--- src/rtl/adc_loop_sequencer_if.sv ---
// adc_loop_sequencer_if
// Bundles the signals the sequencer exchanges with the serial ADC, the PI-D
// controller and the PWM generator.
//   ADC side   : cs, sclk (to ADC), sdata (from ADC)
//   controller : adc_data, zeros, adc_valid, pid_en (to controller), pid_in (from controller)
//   PWM side   : duty_out, duty_load (to PWM), pwm_sync (from PWM)
// The master modport is the sequencer; the slave modport is the
// ADC/controller/PWM environment around it.
interface adc_loop_sequencer_if;
  logic        cs;
  logic        sclk;
  logic        sdata;
  logic [11:0] adc_data;
  logic [3:0]  zeros;
  logic        adc_valid;
  logic        pid_en;
  logic [7:0]  pid_in;
  logic        pwm_sync;
  logic [7:0]  duty_out;
  logic        duty_load;

  modport master (
    output cs, sclk, adc_data, zeros, adc_valid, pid_en, duty_out, duty_load,
    input  sdata, pid_in, pwm_sync
  );

  modport slave (
    input  cs, sclk, adc_data, zeros, adc_valid, pid_en, duty_out, duty_load,
    output sdata, pid_in, pwm_sync
  );
endinterface

--- src/rtl/adc_loop_sequencer.sv ---
// adc_loop_sequencer
// Times each sample period, runs one 16-bit serial ADC frame, hands the
// 12-bit result to the controller with a one-cycle enable, captures the
// controller output and loads it into the PWM duty register at the next
// PWM period boundary.
// Ports:
//   clk        system clock, rising edge
//   rst        asynchronous active-low reset
//   EN         sample-timer enable
//   clr        synchronous clear of the sticky flags
//   bus        adc_loop_sequencer_if.master (ADC pins, controller, PWM)
//   busy       high whenever the sequencer is not idle
//   overrun    sticky: a sample tick arrived while busy
//   frame_err  sticky: a frame had nonzero leading bits
module adc_loop_sequencer #(
  parameter int SAMPLE_DIV  = 5000,
  parameter int SCLK_DIV    = 4,
  parameter int CALC_CYCLES = 4
) (
  input  logic                  clk,
  input  logic                  rst,
  input  logic                  EN,
  input  logic                  clr,
  adc_loop_sequencer_if.master  bus,
  output logic                  busy,
  output logic                  overrun,
  output logic                  frame_err
);

  localparam int CNT_W  = (SAMPLE_DIV > 1) ? $clog2(SAMPLE_DIV) : 1;
  localparam int HALF_W = $clog2(SCLK_DIV + 1);
  localparam int CALC_W = $clog2(CALC_CYCLES + 1);

  localparam logic [CNT_W-1:0]  CNT_LAST  = CNT_W'(SAMPLE_DIV - 1);
  localparam logic [HALF_W-1:0] HALF_LAST = HALF_W'(SCLK_DIV - 1);
  localparam logic [CALC_W-1:0] CALC_LAST = CALC_W'(CALC_CYCLES - 1);

  typedef enum logic [2:0] {
    IDLE,
    CONV,
    LATCH,
    CALC,
    UPDATE
  } state_t;

  state_t state, state_next;

  logic [CNT_W-1:0]  sample_cnt;
  logic              tick;
  logic [HALF_W-1:0] half_cnt;
  logic [4:0]        half_idx;
  logic [15:0]       shift;
  logic [CALC_W-1:0] calc_cnt;
  logic [7:0]        pid_cap;
  logic [11:0]       adc_data_q;
  logic [3:0]        zeros_q;
  logic [7:0]        duty_q;
  logic              duty_load_q;

  logic half_end;
  logic sample_bit;
  logic conv_done;
  logic calc_done;
  logic sync_hit;

  // Each sclk bit is two halves of SCLK_DIV cycles: even half_idx is the
  // low half, odd is the high half. The bit is sampled on the edge that
  // ends a low half, i.e. the edge that drives sclk high.
  assign tick       = EN && (sample_cnt == CNT_LAST);
  assign half_end   = (half_cnt == HALF_LAST);
  assign sample_bit = (state == CONV) && half_end && !half_idx[0];
  assign conv_done  = (state == CONV) && half_end && (half_idx == 5'd31);
  assign calc_done  = (state == CALC) && (calc_cnt == CALC_LAST);
  assign sync_hit   = (state == UPDATE) && bus.pwm_sync;

  // Free-running sample timer; parked at zero while EN is low so the first
  // tick after enabling comes a full sample period later.
  always_ff @(posedge clk or negedge rst) begin
    if (!rst) begin
      sample_cnt <= '0;
    end else if (!EN || tick) begin
      sample_cnt <= '0;
    end else begin
      sample_cnt <= sample_cnt + CNT_W'(1);
    end
  end

  always_ff @(posedge clk or negedge rst) begin
    if (!rst) begin
      state <= IDLE;
    end else begin
      state <= state_next;
    end
  end

  // A tick outside IDLE is dropped here and only recorded as overrun.
  always_comb begin
    state_next = state;
    case (state)
      IDLE:    if (tick)      state_next = CONV;
      CONV:    if (conv_done) state_next = LATCH;
      LATCH:                  state_next = CALC;
      CALC:    if (calc_done) state_next = UPDATE;
      UPDATE:  if (bus.pwm_sync) state_next = IDLE;
      default:                state_next = IDLE;
    endcase
  end

  // Serial frame timing and shift register. The counters are held at zero
  // outside CONV so every frame starts from a clean low half.
  always_ff @(posedge clk or negedge rst) begin
    if (!rst) begin
      half_cnt <= '0;
      half_idx <= '0;
      shift    <= '0;
    end else begin
      if (state != CONV) begin
        half_cnt <= '0;
        half_idx <= '0;
      end else if (half_end) begin
        half_cnt <= '0;
        half_idx <= half_idx + 5'd1;
      end else begin
        half_cnt <= half_cnt + HALF_W'(1);
      end
      if (sample_bit) begin
        shift <= {shift[14:0], bus.sdata};
      end
    end
  end

  // Result registers load on the edge entering LATCH so the data is
  // already stable during the adc_valid cycle.
  always_ff @(posedge clk or negedge rst) begin
    if (!rst) begin
      adc_data_q <= '0;
      zeros_q    <= '0;
    end else if (conv_done) begin
      adc_data_q <= shift[11:0];
      zeros_q    <= shift[15:12];
    end
  end

  // Controller window: pid_in is captured in the last CALC cycle.
  always_ff @(posedge clk or negedge rst) begin
    if (!rst) begin
      calc_cnt <= '0;
      pid_cap  <= '0;
    end else begin
      if (state == CALC) begin
        calc_cnt <= calc_cnt + CALC_W'(1);
      end else begin
        calc_cnt <= '0;
      end
      if (calc_done) begin
        pid_cap <= bus.pid_in;
      end
    end
  end

  // Signed controller output becomes offset-binary duty by flipping the
  // sign bit; it is applied only on a PWM period boundary.
  always_ff @(posedge clk or negedge rst) begin
    if (!rst) begin
      duty_q      <= 8'd128;
      duty_load_q <= 1'b0;
    end else begin
      duty_load_q <= sync_hit;
      if (sync_hit) begin
        duty_q <= {~pid_cap[7], pid_cap[6:0]};
      end
    end
  end

  // Sticky flags: a set condition in the same cycle as clr wins.
  always_ff @(posedge clk or negedge rst) begin
    if (!rst) begin
      overrun   <= 1'b0;
      frame_err <= 1'b0;
    end else begin
      if (tick && (state != IDLE)) begin
        overrun <= 1'b1;
      end else if (clr) begin
        overrun <= 1'b0;
      end
      if (conv_done && (shift[15:12] != 4'd0)) begin
        frame_err <= 1'b1;
      end else if (clr) begin
        frame_err <= 1'b0;
      end
    end
  end

  assign busy          = (state != IDLE);
  assign bus.cs        = (state != CONV);
  assign bus.sclk      = (state == CONV) ? half_idx[0] : 1'b1;
  assign bus.adc_valid = (state == LATCH);
  assign bus.pid_en    = (state == CALC) && (calc_cnt == '0);
  assign bus.adc_data  = adc_data_q;
  assign bus.zeros     = zeros_q;
  assign bus.duty_out  = duty_q;
  assign bus.duty_load = duty_load_q;

endmodule

--- src/flat_wrapper.sv ---
// flat-port wrapper written by rule: the top's interface ports become plain ports
module adc_loop_sequencer_flat 
#(
  parameter int SAMPLE_DIV  = 5000,
  parameter int SCLK_DIV    = 4,
  parameter int CALC_CYCLES = 4
)
  (clk, rst, EN, clr, busy, overrun, frame_err, bus_cs, bus_sclk, bus_adc_data, bus_zeros, bus_adc_valid, bus_pid_en, bus_duty_out, bus_duty_load, bus_sdata, bus_pid_in, bus_pwm_sync);
  adc_loop_sequencer_if bus_i ();
  input  logic clk;
  input  logic rst;
  input  logic EN;
  input  logic clr;
  output logic busy;
  output logic overrun;
  output logic frame_err;
  output wire logic [$bits(bus_i.cs)-1:0] bus_cs;
  output wire logic [$bits(bus_i.sclk)-1:0] bus_sclk;
  output wire logic [$bits(bus_i.adc_data)-1:0] bus_adc_data;
  output wire logic [$bits(bus_i.zeros)-1:0] bus_zeros;
  output wire logic [$bits(bus_i.adc_valid)-1:0] bus_adc_valid;
  output wire logic [$bits(bus_i.pid_en)-1:0] bus_pid_en;
  output wire logic [$bits(bus_i.duty_out)-1:0] bus_duty_out;
  output wire logic [$bits(bus_i.duty_load)-1:0] bus_duty_load;
  input wire logic [$bits(bus_i.sdata)-1:0] bus_sdata;
  input wire logic [$bits(bus_i.pid_in)-1:0] bus_pid_in;
  input wire logic [$bits(bus_i.pwm_sync)-1:0] bus_pwm_sync;
  assign bus_cs = bus_i.cs;
  assign bus_sclk = bus_i.sclk;
  assign bus_adc_data = bus_i.adc_data;
  assign bus_zeros = bus_i.zeros;
  assign bus_adc_valid = bus_i.adc_valid;
  assign bus_pid_en = bus_i.pid_en;
  assign bus_duty_out = bus_i.duty_out;
  assign bus_duty_load = bus_i.duty_load;
  assign bus_i.sdata = bus_sdata;
  assign bus_i.pid_in = bus_pid_in;
  assign bus_i.pwm_sync = bus_pwm_sync;
  adc_loop_sequencer #(.SAMPLE_DIV(SAMPLE_DIV), .SCLK_DIV(SCLK_DIV), .CALC_CYCLES(CALC_CYCLES)) u_core (.clk(clk), .rst(rst), .EN(EN), .clr(clr), .bus(bus_i), .busy(busy), .overrun(overrun), .frame_err(frame_err));
endmodule
--- config.mk ---
export PLATFORM = sky130hd
export DESIGN_NAME = adc_loop_sequencer_flat
export DESIGN_NICKNAME = d
export VERILOG_FILES = /design/src/rtl/adc_loop_sequencer_if.sv /design/src/rtl/adc_loop_sequencer.sv /design/src/flat_wrapper.sv
export SDC_FILE = /design/constraint.sdc
export NUM_CORES = 1
export LEC_CHECK = 0
export ABC_AREA = 0
export ABC_CLOCK_PERIOD_IN_PS = 5500
export CORE_MARGIN = 5
export CORE_UTILIZATION = 41
export DETAILED_ROUTE_END_ITERATION = 7
export MAX_ROUTING_LAYER = met4
export PLACE_DENSITY = 0.74
export SYNTH_ARGS = -nofsm -noshare
export SYNTH_HDL_FRONTEND = slang
export SYNTH_SLANG_ARGS = --single-unit
--- constraint.sdc ---
create_clock -name clk -period 5.5 [get_ports clk]
set_input_delay 1.1 -clock clk [delete_from_list [all_inputs] [get_ports clk]]
set_output_delay 1.1 -clock clk [all_outputs]
set_load 0.05 [all_outputs]
==> results of run 1 <==
registers in the layout (all words and copies together) (netlist names):
name	count
u_core.frame_err	1
u_core.bus.duty_load	1
u_core.pid_cap	8
u_core.state	3
u_core.half_idx	5
u_core.half_cnt	3
u_core.overrun	1
u_core.bus.zeros	4
u_core.bus.adc_data	12
u_core.shift	16
u_core.sample_cnt	13
u_core.calc_cnt	3
u_core.bus.duty_out	8
kinds of logic after synthesis:
group           after synthesis  share of synthesized area, %
simple gates                 65                          11.7
mux                          48                          17.6
flops                        78                          59.4
buf+inv                      17                          2.32
compound gates               27                          5.03
fa+ha+maj                     7                          2.67
xor+xnor                      5                          1.33
metrics by stage:
step	setup slack (ps)	utilization [%]	power (mW)	hold slack [ps]	area [um2]
2_1_floorplan	2480	-	0.600	386	3290
3_3_place_gp	2380	49.3	0.623	392	3830
3_5_place_dp	2350	49.3	0.625	420	3830
4_1_cts	1970	52.2	1.09	430	4050
5_1_grt	1880	52.2	1.12	449	4050
6_report	1990	52.2	1.08	422	4050
layer usage:
layer  global-route usage, %  vias up  routed length (um)
li1                        -      996                   -
met1                    15.3     1054                2620
met2                    20.8       38                2900
met3                    3.93        4                 274
met4                    2.84        0                  47
met5                       -        -                   0
cells in the mapped netlist, types with 2 or more instances:
cell,instances,area [um2]
nand4bb_1,2,22.5
xor2_1,4,35.0
nand3_1,8,40.0
and4_1,2,17.5
nand2b_1,2,12.5
a21oi_1,11,55.1
nor3b_1,4,30.0
clkbuf_1,2,7.51
or4_1,4,30.0
o22ai_1,2,12.5
o31ai_1,3,22.5
buf_2,4,20.0
or3_1,5,31.3
nor2b_1,2,12.5
inv_1,10,37.5
nand2_1,11,41.3
mux2_4,10,150
nand4_1,2,12.5
mux2_2,37,417
o21ai_0,5,25.0
nor2_1,10,37.5
ha_1,7,87.6
o41ai_1,3,26.3
and3_1,3,18.8
nor3_1,2,10.0
dfrtp_1,77,1930
report_power, final:
part	internal (mW)	total [mW]	switching [mW]
registers	0.578	0.582	0.00392
logic	0.0130	0.0300	0.0170
clock network	0.259	0.464	0.206
total	0.850	1.08	0.227
path summary, 6_finish.rpt:
kind / cells past startpoint / slack [ps] / to
max in group asynchronous: 1 / 3980 / u_core.bus.zeros[1]
worst max register to register: 4 / 3010 / u_core.sample_cnt[4]
min in group asynchronous: 1 / 890 / u_core.bus.adc_data[4]
worst min register to register: 1 / 420 / u_core.bus.duty_out[7]
worst min-delay path: 1 / 420 / u_core.bus.duty_out[7]
worst max-delay path: 3 / 1990 / bus_sclk
worst reg2reg max path, cell delays in order, from the launching register on:
cell     delay [ps]
dfrtp_1         440
or4b_1          570
o41ai_1        1000
buf_4           300
nor2_1           60
cell type report:
class / instances / area [um2] / share of cell area (%)
sequential: 78 / 1950 / 48.2
multi-input combinational: 152 / 1260 / 31.0
timing repair buffer: 46 / 455 / 11.2
clock buffer: 10 / 128 / 3.15
tap: 102 / 128 / 3.15
clock inverter: 6 / 93.8 / 2.32
inverter: 10 / 37.5 / 0.926
==> impl_metrics.py, run 1 <==
metrics = {
    "grt": {
        "grt_first_pass_wirelength_um": 9820,
        "antenna_found_initial": 0,
        "grt_pass1_vias": 2048,
        "grt_usage_pct": 12.6,
        "gr-total-overflow": 0,
        "grt_max_degree": 79,
    },
    "logic_synthesis": {
        "synth.cell_area_um2": 3290,
        "ys_types": 41,
        "syn_inst": 247,
        "syn_nets": 268,
        "synth_flop_cell": "dfrtp_1",
        "yosysWarningCount": 0,
        "syn_area_per_cell_um2": 13.3,
        "async_flop_share_pct": 100,
        "synth_edf_count": 0,
        "ys_ff_latch": 78,
        "synth-seq-area-share_pct": 59.4,
    },
    "floorplan": {
        "core_um2": 7770,
        "placementRows": 32,
        "die_h_um": 99.5,
        "io_pins": 46,
        "initial_core_util_pct": 42.3,
        "die_width_um": 99.5,
        "die_area_um2": 9900,
    },
    "timing": {
        "rsz0062_at_grt": "no",
        "timing.fmax_mhz": 285,
        "max_slew_margin_pct": 16.7,
        "post-route-period-util_pct": 63.8,
        "period_needed_ps": 3510,
        "fin_skew_ps": 10.5,
        "tightest_slew_ps": 1230,
        "finalSetupViolCount": 0,
        "maxSlewViolCount": 0,
        "finalHoldViolCount": 0,
        "finalSetupTns_ps": 0,
    },
    "clock_network": {
        "cts_inserted_buffers": 9,
        "cts-hold-fix-buffers": 0,
        "cts_resized": 0,
        "cts_setup_buffers": 0,
        "cts_sinks": 78,
        "clockBufferDepth": 2,
        "cts.clk_slew.worst_paths_ps": 80,
        "ctsRootBufferMaster": "clkbuf_8",
        "clkLatencyLatePin_ps": 340,
        "cts_tree": "done",
        "cts.htree.levels": 3,
    },
    "placement": {
        "placedCellCount": 388,
        "io_buffers": 45,
        "dp_hpwl_um": 4110,
        "place_congestion": 0.855,
    },
    "worst_setup_path": {
        "slowest_stage": "clkdlybuf4s50_1",
        "startpoint": "u_core.state[1]",
        "start_kind": "register",
        "path_cells": "or3b_1 > or2_2 > clkdlybuf4s50_1",
        "crit_arrival_ps": 2410,
        "timing.critical_path.buf_inv": 1,
        "path_class": "reg -> out",
        "crit_family": "simple AND/OR/NAND/NOR gates",
        "critPathMaxFanout": 11,
        "reg2reg_from": "u_core.sample_cnt[5]",
        "critPathCaptureType": "primary output",
        "required_ps": 4400,
        "critPathMaxStageDelay_ps": 700,
    },
    "detailed_routing": {
        "wl_um": 5850,
        "viasPerCell": 5.18,
        "drtAntennaViolNets": 0,
        "wire_per_inst_um": 14.5,
        "drcViolationCount": 0,
        "firstDrtPassIters": 4,
        "via_count": 2092,
        "dr.first_iter.drc_count": 76,
    },
    "layout": {
        "diodes": 0,
        "num-fill-cells": 682,
        "most-common-layout-cells": "dfrtp_1 (77), clkdlybuf4s50_1 (44), mux2_2 (37)",
        "final_nets": 318,
        "final_common_cell": "dfrtp_1",
        "final_layout_size_suffix_gt1_share_pct": 22.2,
        "synthToLayoutAreaGrowth_pct": 23.3,
        "fin_cells": 404,
    },
    "worst_hold_path": {
        "hold_path_class": "reg -> reg",
        "min_from": "u_core.pid_cap[7]",
    },
    "power_and_ir_drop": {
        "p_per_area_nw_per_um2": 266,
        "ir_drop_uv": 185,
        "leakage_nw": 1.87,
    },
    "run": {
        "cap_violations": 0,
    },
    "run_status": {
        "status": "complete, no violations",
    },
}
No activity file was read; power rests on OpenSTA's default activity.
==> run 2: changes to the inputs <==
- ABC_CLOCK_PERIOD_IN_PS: 5500 -> 3400
- clock period: 5.5 -> 3.4 ns (I/O delays scaled with it)
==> run 2 against run 1 <==
Register-to-register slack lost 2000 ps. Critical endpoint unchanged. Power grew 70%. Largest cell class unchanged. Count of clock-buffer cells in the layout grew 1. Critical path type unchanged. Sequential share of layout area shrank 0.31 points. Non-clock buffer count is the same.
==> impl_metrics.py, run 2 (synthesized netlist as in run 1, its figures left out) <==
metrics = {
    "run_status": {
        "status": "complete, no violations",
    },
    "timing": {
        "max_slew_margin_pct": 20.4,
        "rsz0062_at_grt": "no",
        "finalSetupTns_ps": 0,
        "maxSlewViolCount": 0,
        "timing.fmax_mhz": 326,
        "fin_skew_ps": 6.17,
        "post-route-period-util_pct": 90.3,
        "period_needed_ps": 3070,
        "tightest_slew_ps": 1180,
        "finalSetupViolCount": 0,
        "finalHoldViolCount": 0,
    },
    "worst_hold_path": {
        "min_from": "u_core.pid_cap[7]",
        "hold_path_class": "reg -> reg",
    },
    "worst_setup_path": {
        "startpoint": "u_core.state[1]",
        "start_kind": "register",
        "critPathMaxFanout": 11,
        "crit_arrival_ps": 2390,
        "critPathCaptureType": "primary output",
        "path_class": "reg -> out",
        "required_ps": 2720,
        "reg2reg_from": "u_core.sample_cnt[5]",
    },
    "detailed_routing": {
        "dr.first_iter.drc_count": 113,
        "via_count": 2069,
        "drcViolationCount": 0,
        "drtAntennaViolNets": 0,
        "wl_um": 5860,
        "wire_per_inst_um": 14.5,
        "firstDrtPassIters": 4,
        "viasPerCell": 5.12,
    },
    "clock_network": {
        "cts-hold-fix-buffers": 0,
        "cts_tree": "done",
        "cts_inserted_buffers": 9,
        "ctsRootBufferMaster": "clkbuf_8",
        "cts_sinks": 78,
        "cts.clk_slew.worst_paths_ps": 80,
        "cts_setup_buffers": 0,
        "clkLatencyLatePin_ps": 340,
        "clockBufferDepth": 2,
        "cts_resized": 0,
        "cts.htree.levels": 3,
    },
    "floorplan": {
        "die_h_um": 99.5,
        "core_um2": 7770,
        "io_pins": 46,
        "placementRows": 32,
        "die_width_um": 99.5,
        "initial_core_util_pct": 42.3,
        "die_area_um2": 9900,
    },
    "placement": {
        "io_buffers": 45,
        "place_area_um2": 3830,
        "place_congestion": 0.859,
        "placedCellCount": 388,
        "dp_hpwl_um": 4030,
    },
    "layout": {
        "multi_input_area_um2": 1260,
        "regMostFlops": "u_core.shift",
        "final_util_pct": 52.5,
        "largest_reg_flops": 16,
        "diodes": 0,
        "final_common_cell": "dfrtp_1",
        "final_layout_size_suffix_gt1_share_pct": 22.2,
        "most-common-layout-cells": "dfrtp_1 (77), clkdlybuf4s50_1 (44), mux2_2 (37)",
        "fin_cells": 404,
        "final_cell_area_um2": 4080,
        "synthToLayoutAreaGrowth_pct": 24.1,
        "num-fill-cells": 682,
        "final_nets": 318,
        "register_area_um2": 1950,
    },
    "power_and_ir_drop": {
        "leakage_nw": 1.88,
        "p_per_area_nw_per_um2": 448,
        "power.total_mw": 1.83,
        "ir_drop_uv": 272,
    },
    "grt": {
        "grt_usage_pct": 13.3,
        "antenna_found_initial": 0,
        "gr-total-overflow": 0,
        "grt_max_degree": 79,
        "grt_pass1_vias": 2101,
        "grt_first_pass_wirelength_um": 10000,
    },
    "run": {
        "cap_violations": 0,
    },
}
run 2: cell count changes in the layout (fill, tap and decap cells not counted):
cell	delta
bufinv_16	+1
clkbuf_8	+1
clkinv_4	-1
inv_6	-1
run 2: metal layers:
metal  global-route usage [%]  vias to the layer above  wire [um]
met3                     5.19                        6        318
li1                         -                      989          -
met2                     21.6                       47       2870
met5                        -                        -          0
met1                     15.4                     1027       2630
met4                     3.36                        0         43
run 2: power by group:
part | internal, mW | switching, mW | leakage [nW]
sequential | 0.935 | 0.00644 | 1.06
combinational | 0.0208 | 0.0277 | 0.696
clock | 0.509 | 0.326 | 0.120
run 2: path summary, 6_finish.rpt:
path                                     endpoint  slack (ps)  cells past startpoint
setup reg to reg             u_core.sample_cnt[7]         990                      4
max in group asynchronous    u_core.sample_cnt[1]        2280                      1
hold reg to reg            u_core.bus.duty_out[7]         440                      1
hold / removal             u_core.bus.duty_out[7]         440                      1
setup / recovery                         bus_sclk         330                      3
min in group asynchronous         u_core.shift[1]         470                      1
run 2: critical path, cell delays in order (launching register included):
cell,delay (ps)
dfrtp_1,460
or3b_1,560
or2_2,330
clkdlybuf4s50_1,700
run 2: cell type report:
type	instances	share of cell area (%)
Timing Repair Buffer	46	11.2
Clock buffer	11	3.47
Tap cell	102	3.13
Inverter	10	0.921
Sequential cell	78	47.9
Clock inverter	5	2.61
Multi-Input combinational cell	152	30.8
run 2: through the flow:
| step | worst slack [ps] | hold slack [ps] |
|---|---|---|
| after floorplan | 800 | 384 |
| after global placement | 703 | 392 |
| after detailed placement | 686 | 428 |
| after CTS | 298 | 447 |
| after global routing | 191 | 456 |
| final | 329 | 440 |
